[config.mk]
export PLATFORM = sky130hd
export DESIGN_NAME = panda_lsu_ctrl_flat
export DESIGN_NICKNAME = d
export VERILOG_FILES = /design/src/rtl/panda_lsu_ctrl_if.sv /design/src/rtl/panda_lsu_ctrl.sv /design/src/flat_wrapper.sv
export SDC_FILE = /design/constraint.sdc
export NUM_CORES = 1
export LEC_CHECK = 0
export CORE_UTILIZATION = 54
export DETAILED_ROUTE_END_ITERATION = 10
export PLACE_DENSITY = 0.94
export SKIP_LAST_GASP = 1
export SYNTH_ARGS = -nofsm -noshare
export SYNTH_HDL_FRONTEND = slang
export SYNTH_SLANG_ARGS = --single-unit
[constraint.sdc]
create_clock -name clk_i -period 9.15 [get_ports clk_i]
set_input_delay 1.83 -clock clk_i [delete_from_list [all_inputs] [get_ports clk_i]]
set_output_delay 1.83 -clock clk_i [all_outputs]
set_load 0.03 [all_outputs]
[src/rtl/panda_lsu_ctrl_if.sv]
// Core-side and memory-side signal bundle of the panda load/store sequencer.
// master is the sequencer's view; slave is the view of the core/memory environment.
interface panda_lsu_ctrl_if #(
  parameter int AddrWidth = 32
);
  logic                 lsu_req_i;
  logic                 lsu_we_i;
  logic [1:0]           lsu_width_i;
  logic                 lsu_unsigned_i;
  logic [AddrWidth-1:0] lsu_addr_i;
  logic [31:0]          lsu_wdata_i;
  logic                 lsu_busy_o;
  logic                 lsu_valid_o;
  logic [31:0]          lsu_rdata_o;
  logic                 lsu_err_o;
  logic                 data_req_o;
  logic                 data_gnt_i;
  logic                 data_we_o;
  logic [3:0]           data_be_o;
  logic [AddrWidth-1:0] data_addr_o;
  logic [31:0]          data_wdata_o;
  logic                 data_rvalid_i;
  logic [31:0]          data_rdata_i;

  modport master (
    input  lsu_req_i, lsu_we_i, lsu_width_i, lsu_unsigned_i, lsu_addr_i, lsu_wdata_i,
    input  data_gnt_i, data_rvalid_i, data_rdata_i,
    output lsu_busy_o, lsu_valid_o, lsu_rdata_o, lsu_err_o,
    output data_req_o, data_we_o, data_be_o, data_addr_o, data_wdata_o
  );

  modport slave (
    output lsu_req_i, lsu_we_i, lsu_width_i, lsu_unsigned_i, lsu_addr_i, lsu_wdata_i,
    output data_gnt_i, data_rvalid_i, data_rdata_i,
    input  lsu_busy_o, lsu_valid_o, lsu_rdata_o, lsu_err_o,
    input  data_req_o, data_we_o, data_be_o, data_addr_o, data_wdata_o
  );
endinterface

[src/rtl/panda_lsu_ctrl.sv]
// Load/store sequencer: splits misaligned accesses into two aligned word transactions.
// Define PANDA_LSU_ALIGN_CHECK_EN to reject split-class accesses with lsu_err_o instead.
module panda_lsu_ctrl #(
  parameter int AddrWidth = 32
) (
  input logic              clk_i,
  input logic              rst_ni,
  panda_lsu_ctrl_if.master bus
);

  typedef enum logic [2:0] {IDLE, REQ0, WAIT0, REQ1, WAIT1, DONE} state_e;

  state_e               state_q, state_d;
  logic                 we_q, we_d;
  logic [1:0]           width_q, width_d;
  logic                 unsigned_q, unsigned_d;
  logic [AddrWidth-1:0] addr_q, addr_d;
  logic [31:0]          wdata_q, wdata_d;
  logic [31:0]          rdata0_q, rdata0_d;
  logic [31:0]          rdata_q, rdata_d;
`ifdef PANDA_LSU_ALIGN_CHECK_EN
  logic                 err_q, err_d;
  logic [7:0]           req_be;
`endif

  logic [1:0]           off;
  logic [4:0]           sh;
  logic [7:0]           be_wide;
  logic                 split;
  logic [63:0]          wdata_wide;
  logic [AddrWidth-1:0] word_addr;
  logic [31:0]          rd_lo, rd_hi, raw, load_result;

  function automatic logic [3:0] mask_of(input logic [1:0] w);
    case (w)
      2'b00:   return 4'b0001;
      2'b01:   return 4'b0011;
      default: return 4'b1111;
    endcase
  endfunction

  always_comb begin
    off        = addr_q[1:0];
    sh         = {off, 3'b000};
    be_wide    = {4'b0000, mask_of(width_q)} << off;
    split      = (be_wide[7:4] != 4'b0000);
    wdata_wide = {32'h0, wdata_q} << sh;
    word_addr  = {addr_q[AddrWidth-1:2], 2'b00};
    // Second word arrives live in WAIT1; a non-split access only has the live word.
    if (state_q == WAIT1) begin
      rd_lo = rdata0_q;
      rd_hi = bus.data_rdata_i;
    end else begin
      rd_lo = bus.data_rdata_i;
      rd_hi = 32'h0;
    end
    raw = (rd_lo >> sh) | (rd_hi << (6'd32 - {1'b0, sh}));
    case (width_q)
      2'b00:   load_result = {{24{~unsigned_q & raw[7]}}, raw[7:0]};
      2'b01:   load_result = {{16{~unsigned_q & raw[15]}}, raw[15:0]};
      default: load_result = raw;
    endcase
  end

  always_comb begin
    state_d    = state_q;
    we_d       = we_q;
    width_d    = width_q;
    unsigned_d = unsigned_q;
    addr_d     = addr_q;
    wdata_d    = wdata_q;
    rdata0_d   = rdata0_q;
    rdata_d    = rdata_q;
`ifdef PANDA_LSU_ALIGN_CHECK_EN
    err_d      = err_q;
    req_be     = {4'b0000, mask_of(bus.lsu_width_i)} << bus.lsu_addr_i[1:0];
`endif
    unique case (state_q)
      IDLE: begin
        if (bus.lsu_req_i) begin
          we_d       = bus.lsu_we_i;
          width_d    = bus.lsu_width_i;
          unsigned_d = bus.lsu_unsigned_i;
          addr_d     = bus.lsu_addr_i;
          wdata_d    = bus.lsu_wdata_i;
          state_d    = REQ0;
`ifdef PANDA_LSU_ALIGN_CHECK_EN
          err_d      = (req_be[7:4] != 4'b0000);
          if (req_be[7:4] != 4'b0000) state_d = DONE;
`endif
        end
      end
      REQ0: if (bus.data_gnt_i) state_d = WAIT0;
      WAIT0: begin
        if (bus.data_rvalid_i) begin
          rdata0_d = bus.data_rdata_i;
          if (split) begin
            state_d = REQ1;
          end else begin
            state_d = DONE;
            if (!we_q) rdata_d = load_result;
          end
        end
      end
      REQ1: if (bus.data_gnt_i) state_d = WAIT1;
      WAIT1: begin
        if (bus.data_rvalid_i) begin
          state_d = DONE;
          if (!we_q) rdata_d = load_result;
        end
      end
      DONE:    state_d = IDLE;
      default: state_d = IDLE;
    endcase
  end

  always_comb begin
    bus.data_req_o   = 1'b0;
    bus.data_we_o    = 1'b0;
    bus.data_be_o    = 4'b0000;
    bus.data_addr_o  = '0;
    bus.data_wdata_o = 32'h0;
    if (state_q == REQ0) begin
      bus.data_req_o   = 1'b1;
      bus.data_we_o    = we_q;
      bus.data_be_o    = be_wide[3:0];
      bus.data_addr_o  = word_addr;
      bus.data_wdata_o = wdata_wide[31:0];
    end else if (state_q == REQ1) begin
      bus.data_req_o   = 1'b1;
      bus.data_we_o    = we_q;
      bus.data_be_o    = be_wide[7:4];
      bus.data_addr_o  = word_addr + AddrWidth'(4);
      bus.data_wdata_o = wdata_wide[63:32];
    end
    bus.lsu_busy_o  = (state_q != IDLE);
    bus.lsu_valid_o = (state_q == DONE);
    bus.lsu_rdata_o = rdata_q;
`ifdef PANDA_LSU_ALIGN_CHECK_EN
    bus.lsu_err_o   = (state_q == DONE) & err_q;
`else
    bus.lsu_err_o   = 1'b0;
`endif
  end

  always_ff @(posedge clk_i) begin
    if (!rst_ni) begin
      state_q    <= IDLE;
      we_q       <= 1'b0;
      width_q    <= 2'b00;
      unsigned_q <= 1'b0;
      addr_q     <= '0;
      wdata_q    <= 32'h0;
      rdata0_q   <= 32'h0;
      rdata_q    <= 32'h0;
`ifdef PANDA_LSU_ALIGN_CHECK_EN
      err_q      <= 1'b0;
`endif
    end else begin
      state_q    <= state_d;
      we_q       <= we_d;
      width_q    <= width_d;
      unsigned_q <= unsigned_d;
      addr_q     <= addr_d;
      wdata_q    <= wdata_d;
      rdata0_q   <= rdata0_d;
      rdata_q    <= rdata_d;
`ifdef PANDA_LSU_ALIGN_CHECK_EN
      err_q      <= err_d;
`endif
    end
  end

endmodule

[src/flat_wrapper.sv]
// flat-port wrapper written by rule: the top's interface ports become plain ports
module panda_lsu_ctrl_flat 
#(
  parameter int AddrWidth = 32
)
  (clk_i, rst_ni, bus_lsu_req_i, bus_lsu_we_i, bus_lsu_width_i, bus_lsu_unsigned_i, bus_lsu_addr_i, bus_lsu_wdata_i, bus_data_gnt_i, bus_data_rvalid_i, bus_data_rdata_i, bus_lsu_busy_o, bus_lsu_valid_o, bus_lsu_rdata_o, bus_lsu_err_o, bus_data_req_o, bus_data_we_o, bus_data_be_o, bus_data_addr_o, bus_data_wdata_o);
  panda_lsu_ctrl_if #(.AddrWidth(AddrWidth)) bus_i ();
  input logic clk_i;
  input logic rst_ni;
  input wire logic [$bits(bus_i.lsu_req_i)-1:0] bus_lsu_req_i;
  input wire logic [$bits(bus_i.lsu_we_i)-1:0] bus_lsu_we_i;
  input wire logic [$bits(bus_i.lsu_width_i)-1:0] bus_lsu_width_i;
  input wire logic [$bits(bus_i.lsu_unsigned_i)-1:0] bus_lsu_unsigned_i;
  input wire logic [$bits(bus_i.lsu_addr_i)-1:0] bus_lsu_addr_i;
  input wire logic [$bits(bus_i.lsu_wdata_i)-1:0] bus_lsu_wdata_i;
  input wire logic [$bits(bus_i.data_gnt_i)-1:0] bus_data_gnt_i;
  input wire logic [$bits(bus_i.data_rvalid_i)-1:0] bus_data_rvalid_i;
  input wire logic [$bits(bus_i.data_rdata_i)-1:0] bus_data_rdata_i;
  output wire logic [$bits(bus_i.lsu_busy_o)-1:0] bus_lsu_busy_o;
  output wire logic [$bits(bus_i.lsu_valid_o)-1:0] bus_lsu_valid_o;
  output wire logic [$bits(bus_i.lsu_rdata_o)-1:0] bus_lsu_rdata_o;
  output wire logic [$bits(bus_i.lsu_err_o)-1:0] bus_lsu_err_o;
  output wire logic [$bits(bus_i.data_req_o)-1:0] bus_data_req_o;
  output wire logic [$bits(bus_i.data_we_o)-1:0] bus_data_we_o;
  output wire logic [$bits(bus_i.data_be_o)-1:0] bus_data_be_o;
  output wire logic [$bits(bus_i.data_addr_o)-1:0] bus_data_addr_o;
  output wire logic [$bits(bus_i.data_wdata_o)-1:0] bus_data_wdata_o;
  assign bus_i.lsu_req_i = bus_lsu_req_i;
  assign bus_i.lsu_we_i = bus_lsu_we_i;
  assign bus_i.lsu_width_i = bus_lsu_width_i;
  assign bus_i.lsu_unsigned_i = bus_lsu_unsigned_i;
  assign bus_i.lsu_addr_i = bus_lsu_addr_i;
  assign bus_i.lsu_wdata_i = bus_lsu_wdata_i;
  assign bus_i.data_gnt_i = bus_data_gnt_i;
  assign bus_i.data_rvalid_i = bus_data_rvalid_i;
  assign bus_i.data_rdata_i = bus_data_rdata_i;
  assign bus_lsu_busy_o = bus_i.lsu_busy_o;
  assign bus_lsu_valid_o = bus_i.lsu_valid_o;
  assign bus_lsu_rdata_o = bus_i.lsu_rdata_o;
  assign bus_lsu_err_o = bus_i.lsu_err_o;
  assign bus_data_req_o = bus_i.data_req_o;
  assign bus_data_we_o = bus_i.data_we_o;
  assign bus_data_be_o = bus_i.data_be_o;
  assign bus_data_addr_o = bus_i.data_addr_o;
  assign bus_data_wdata_o = bus_i.data_wdata_o;
  panda_lsu_ctrl #(.AddrWidth(AddrWidth)) u_core (.clk_i(clk_i), .rst_ni(rst_ni), .bus(bus_i));
endmodule
Yosys cells after proc, flatten, opt, wreduce, memory -nomap -nowiden:

Cells that the tools add are included.

* register bits after elaboration: 135
* latch bits: 0
* bits in writable memories: 0
* memory bits (read-only): 0
* bits of input ports: 105
* output and inout port bits: 105
* memories kept: 0

* add/sub/neg operators: 2
* $mul: 0
* div/mod/pow operators: 0
* $lt $le $gt $ge: 0
* equal/unequal tests: 12
* shift operators: 4
* muxes and demuxes: 26
* bitwise logic cells: 4
* reductions and logical operators: 9

Operator list (count)
* $mux W32: 10
* $pmux W32 S2: 2
* $shl A32 B5 Y64: 1
* $add A32 B3 Y32 const B: 1
* $or A32 B32 Y32: 1
* $shl A32 B6 Y32: 1
* $shr A32 B5 Y32: 1
* $mux W3: 6
* $pmux W3 S5: 1
* $ne A2 B2 Y1 const B: 6
* $mux W4: 2
* $pmux W4 S2: 1
* $shl A4 B2 Y8: 1
* $eq A3 B2 Y1 const B: 2
* $eq A3 B3 Y1 const B: 2
* $sub A6 B5 Y6 const A: 1
* $reduce_and A5 Y1: 1
* $mux W1: 4
* $reduce_and A2 Y1: 2
* $reduce_and A4 Y1: 1
* $reduce_bool A4 Y1: 1
* $eq A3 B1 Y1 const B: 1
* $logic_not A3 Y1: 1
* $reduce_bool A3 Y1: 1
* 5 further kinds: 6

Depth between registers and ports, before layout:

* depth after elaboration: 10
* gate-level depth with buffers: 12

Worst setup path after synthesis:

Ideal clock, no wire load.

* kind: register to output
* start point: register u_core.addr_q[9]
* end point: output bus_data_addr_o[29]
* data arrival time: 2493 ps
* setup slack: 4827 ps
* cell stages (with the launch flop): 7
* path buffers: 1
* path through: dfxtp_1 > and4_1 > nand4_1 > or3_4 > buf_6 > or4_1 > a21oi_1

* word-level cells in the longest chain between the ends: 3

RTL lines
* start: declaration: line panda_lsu_ctrl.sv:17 `logic [AddrWidth-1:0] addr_q, addr_d;`
* start signal: assignment: line panda_lsu_ctrl.sv:164 `addr_q <= addr_d;`
* $add A32 B3 Y32: line panda_lsu_ctrl.sv:133 `bus.data_addr_o = word_addr + AddrWidth'(4);`
* $mux W32: line panda_lsu_ctrl.sv:129 `end else if (state_q == REQ1) begin`
* $mux W32: line panda_lsu_ctrl.sv:123 `if (state_q == REQ0) begin`
* end: declaration: line flat_wrapper.sv:26 `output wire logic [$bits(bus_i.data_addr_o)-1:0] bus_data_addr_o;`

Every way passes these cells.

Final worst setup path:

* start point: register u_core.addr_q[1]
* end point: output bus_data_wdata_o[6]

* word-level cells in the longest chain between the ends: 3

RTL lines
* $shl A32 B5 Y64 *: line panda_lsu_ctrl.sv:47 `wdata_wide = {32'h0, wdata_q} << sh;`
* $mux W32: line panda_lsu_ctrl.sv:129
* $mux W32 *: line panda_lsu_ctrl.sv:123
* end: declaration: line flat_wrapper.sv:27 `output wire logic [$bits(bus_i.data_wdata_o)-1:0] bus_data_wdata_o;`

Mark *: on every way between the ends. The rest lies on a longest branch, timed or not.

==> results.toml <==
[status]
status = "completed"

[drt]
post_drt_wl_per_cell_um = 18.4
drt-vias-per-instance = 6.10
firstDrtPassIters = 6
drt_wl_total_um = 26700
drtIter0Drc = 1107
vias = 8852
drcViolationCount = 0
ant_nets = 0

[placement]
hpwl_um = 18500
pre_cts_ws_ns = 3.30
gp_congestion = 0.965
portBuffers = 206
dp_cells = 1418

[timing]
rsz0062_at_grt = "no"
hold_viol = 0
tightest_slew_ns = 1.22
fin_crit_sh_pct = 70.7
setup_ws_ns = 2.68
finalMaxSlewViolations = 0
finalSetupViolCount = 0
clock.fmax_mhz = 155
fin_tns_setup_ns = 0
finClkSkew_ns = 0.0109
fin_crit_ns = 6.47
relSlewSlack_pct = 18.5

[critical_path]
crit_fanout = 43
r2r_start = "u_core.addr_q[1]$_SDFFE_PN0P_"
start_kind = "flop"
cp-end-kind = "output pin"
ff2ff_setup_slack_ns = 4.22
worst-r2r-cell-count = 6
critPathKind = "flop to output pin"
crit_required_ns = 7.32
crit_arrival_ns = 4.64
r2r_end = "u_core.bus.lsu_rdata_o[6]$_SDFFE_PN0P_"

[clocking]
cts_tree = "built"
post_cts_resized = 0
cts_made_buffers = 17
cts.path.max_buffers = 2
hold_buffers = 0
htree_levels = 4
clk_pin_slew_ns = 0.05
cts_root_buf = "clkbuf_16"
post_cts_buffers = 0
clk-insertion-delay-late_ns = 0.43
cts.sinks = 135

[die]
die-area_um2 = 16200
start_util_pct = 55.4
io_pins = 210
fp.dieW_um = 127
die_h_um = 127
coreArea_um2 = 15300
num_rows = 45

[hold_path]
min_to = "u_core.rdata0_q[6]$_SDFFE_PN0P_"
min_from = "u_core.rdata0_q[6]$_SDFFE_PN0P_"
hold_class = "flop to flop"
min_path_cells = 2

[power_and_ir_drop]
power.leakage_nw = 3.83
p_comb_share_pct = 21.3
switching_share_pct = 29.4
cell_internal_pwr_mw = 1.28
pwr-share-seq_pct = 36.9
p_per_area_nw_per_um2 = 163
p_switching_uw = 532
peakVddDrop_v = 0.000129
clockPowerShare_pct = 41.8

[global_route]
antenna_found_initial = 1
grt_pass1_vias = 7979
grt_pass1_wl_um = 42100
grt_max_degree = 88
gr-usage-all-layers_pct = 33.1
grt-ovfl-total = 0

[layout]
fin_cells = 1450
fillCellCount = 1134
drive_gt1_share_pct = 6.13
antenna-diode-count = 0
nets = 1333
area_delta_synth_final_pct = 31.3

[synthesis]
netlist_area_um2 = 8450
yosys-top-cells-area = "dfxtp_1, nand2_1, mux2i_1"
synth-edff-count = 0
ys.flop_type = "dfxtp_1"
yosysWarnings = 0
synthArstFlopShare_pct = 0
synth_top_area_share_pct = 32.0
ys_seq_area_share_pct = 32.0
syn-instance-count = 1082
syn_avg_cell_area_um2 = 7.81
yosysUniqueCellTypes = 64
yosys.area.top_type = "dfxtp_1"
synth-seq-cells = 135

[run]
max_cap_viol_count = 0
[registers in the layout (all words and copies together), names as in the netlist]
| register | cells |
|---|---|
| u_core.rdata0_q | 32 |
| u_core.state_q | 3 |
| u_core.we_q | 1 |
| u_core.bus.lsu_rdata_o | 32 |
| u_core.wdata_q | 32 |
| u_core.unsigned_q | 1 |
| u_core.width_q | 2 |
| u_core.addr_q | 32 |
[logic make-up after synthesis]
| family | Yosys count | synth area share [%] |
|---|---|---|
| DFF | 135 | 32.0 |
| xor gates and xnor gates | 21 | 2.18 |
| adders and majority gates | 2 | 0.296 |
| buffers and inverters | 105 | 5.30 |
| other | 1 | 0.0444 |
| and+or+nand+nor | 412 | 21.4 |
| AOI/OAI and AO/OA | 307 | 24.7 |
| muxes | 99 | 14.1 |
[how the worst max path moves through the flow]
stage,startpoint,end,slack [ns],cells past startpoint
after floorplan,u_core.addr_q[9]$_SDFFE_PN0P_,bus_data_addr_o[29],4.83,6
after global placement,u_core.addr_q[1]$_SDFFE_PN0P_,bus_data_wdata_o[6],3.40,6
final,u_core.addr_q[1]$_SDFFE_PN0P_,bus_data_wdata_o[6],2.68,6
after CTS,u_core.addr_q[1]$_SDFFE_PN0P_,bus_data_wdata_o[6],2.82,6
after detailed placement,u_core.addr_q[1]$_SDFFE_PN0P_,bus_data_wdata_o[6],3.30,6
after global routing,u_core.addr_q[1]$_SDFFE_PN0P_,bus_data_wdata_o[6],2.51,6
[placed cells by master, fill, tap and decap left out, types with 12 or more instances in the layout]
cell / Yosys / final
mux2i_1: 81 / 81
clkbuf_16: 0 / 17
o21ai_0: 80 / 80
a21boi_0: 101 / 101
nand3_1: 17 / 17
mux4_2: 16 / 16
and3_1: 12 / 12
nor2_1: 55 / 55
nand2_1: 261 / 260
o22ai_1: 15 / 15
a21oi_1: 37 / 37
dfxtp_1: 135 / 133
clkdlybuf4s50_1: 0 / 205
[critical path, stage by stage (launching register included)]
cell,delay (ns)
dfxtp_2,1.00
clkinv_1,1.12
nand3_1,0.84
nor2_1,0.33
nand2_1,0.15
o21ai_0,0.13
clkdlybuf4s50_1,0.63
[power groups by stage]
stage / registers [mW] / logic [mW] / clock network (mW)
global placement: 0.676 / 0.372 / 0
CTS: 0.666 / 0.381 / 0.758
global route: 0.672 / 0.414 / 0.789
detailed placement: 0.679 / 0.378 / 0
finish: 0.668 / 0.386 / 0.756
floorplan: 0.671 / 0.237 / 0
[final cells by class]
class / instances / area [µm²] / area share (%)
multi-input combinational: 844 / 5310 / 47.9
inverter: 14 / 52.6 / 0.473
timing repair buffer: 214 / 2120 / 19.1
clock inverter: 12 / 198 / 1.78
clock buffer: 20 / 447 / 4.02
tap: 211 / 264 / 2.38
sequential: 135 / 2710 / 24.4
[synth_stat cells, drive strengths merged, types with 10 or more instances]
cell	count
nand2	261
dfxtp	135
a21boi	101
mux2i	81
o21ai	80
clkbuf	69
nor2	56
a21oi	38
buf	22
a31oi	18
nand3	18
mux4	16
o22ai	15
and3	12
and2	11
inv	11
xnor2	11
xor2	10
[metrics by stage]
stage / power (mW) / utilization [%] / cell area, µm² / hold WS [ns]
floorplan: 0.908 / - / 8460 / 0.441
global placement: 1.05 / 68.5 / 10500 / 0.450
detailed placement: 1.06 / 68.5 / 10500 / 0.458
CTS: 1.81 / 72.7 / 11100 / 0.466
global route: 1.87 / 72.7 / 11100 / 0.487
finish: 1.81 / 72.7 / 11100 / 0.464
[per-layer routing]
layer	part of all wire, %	global-route usage, %
met3	9.9	7.58
met1	40	42.8
met5	0.049	0
met4	4.0	13.7
met2	46	53.3
Power figures use the tool's default switching activity.
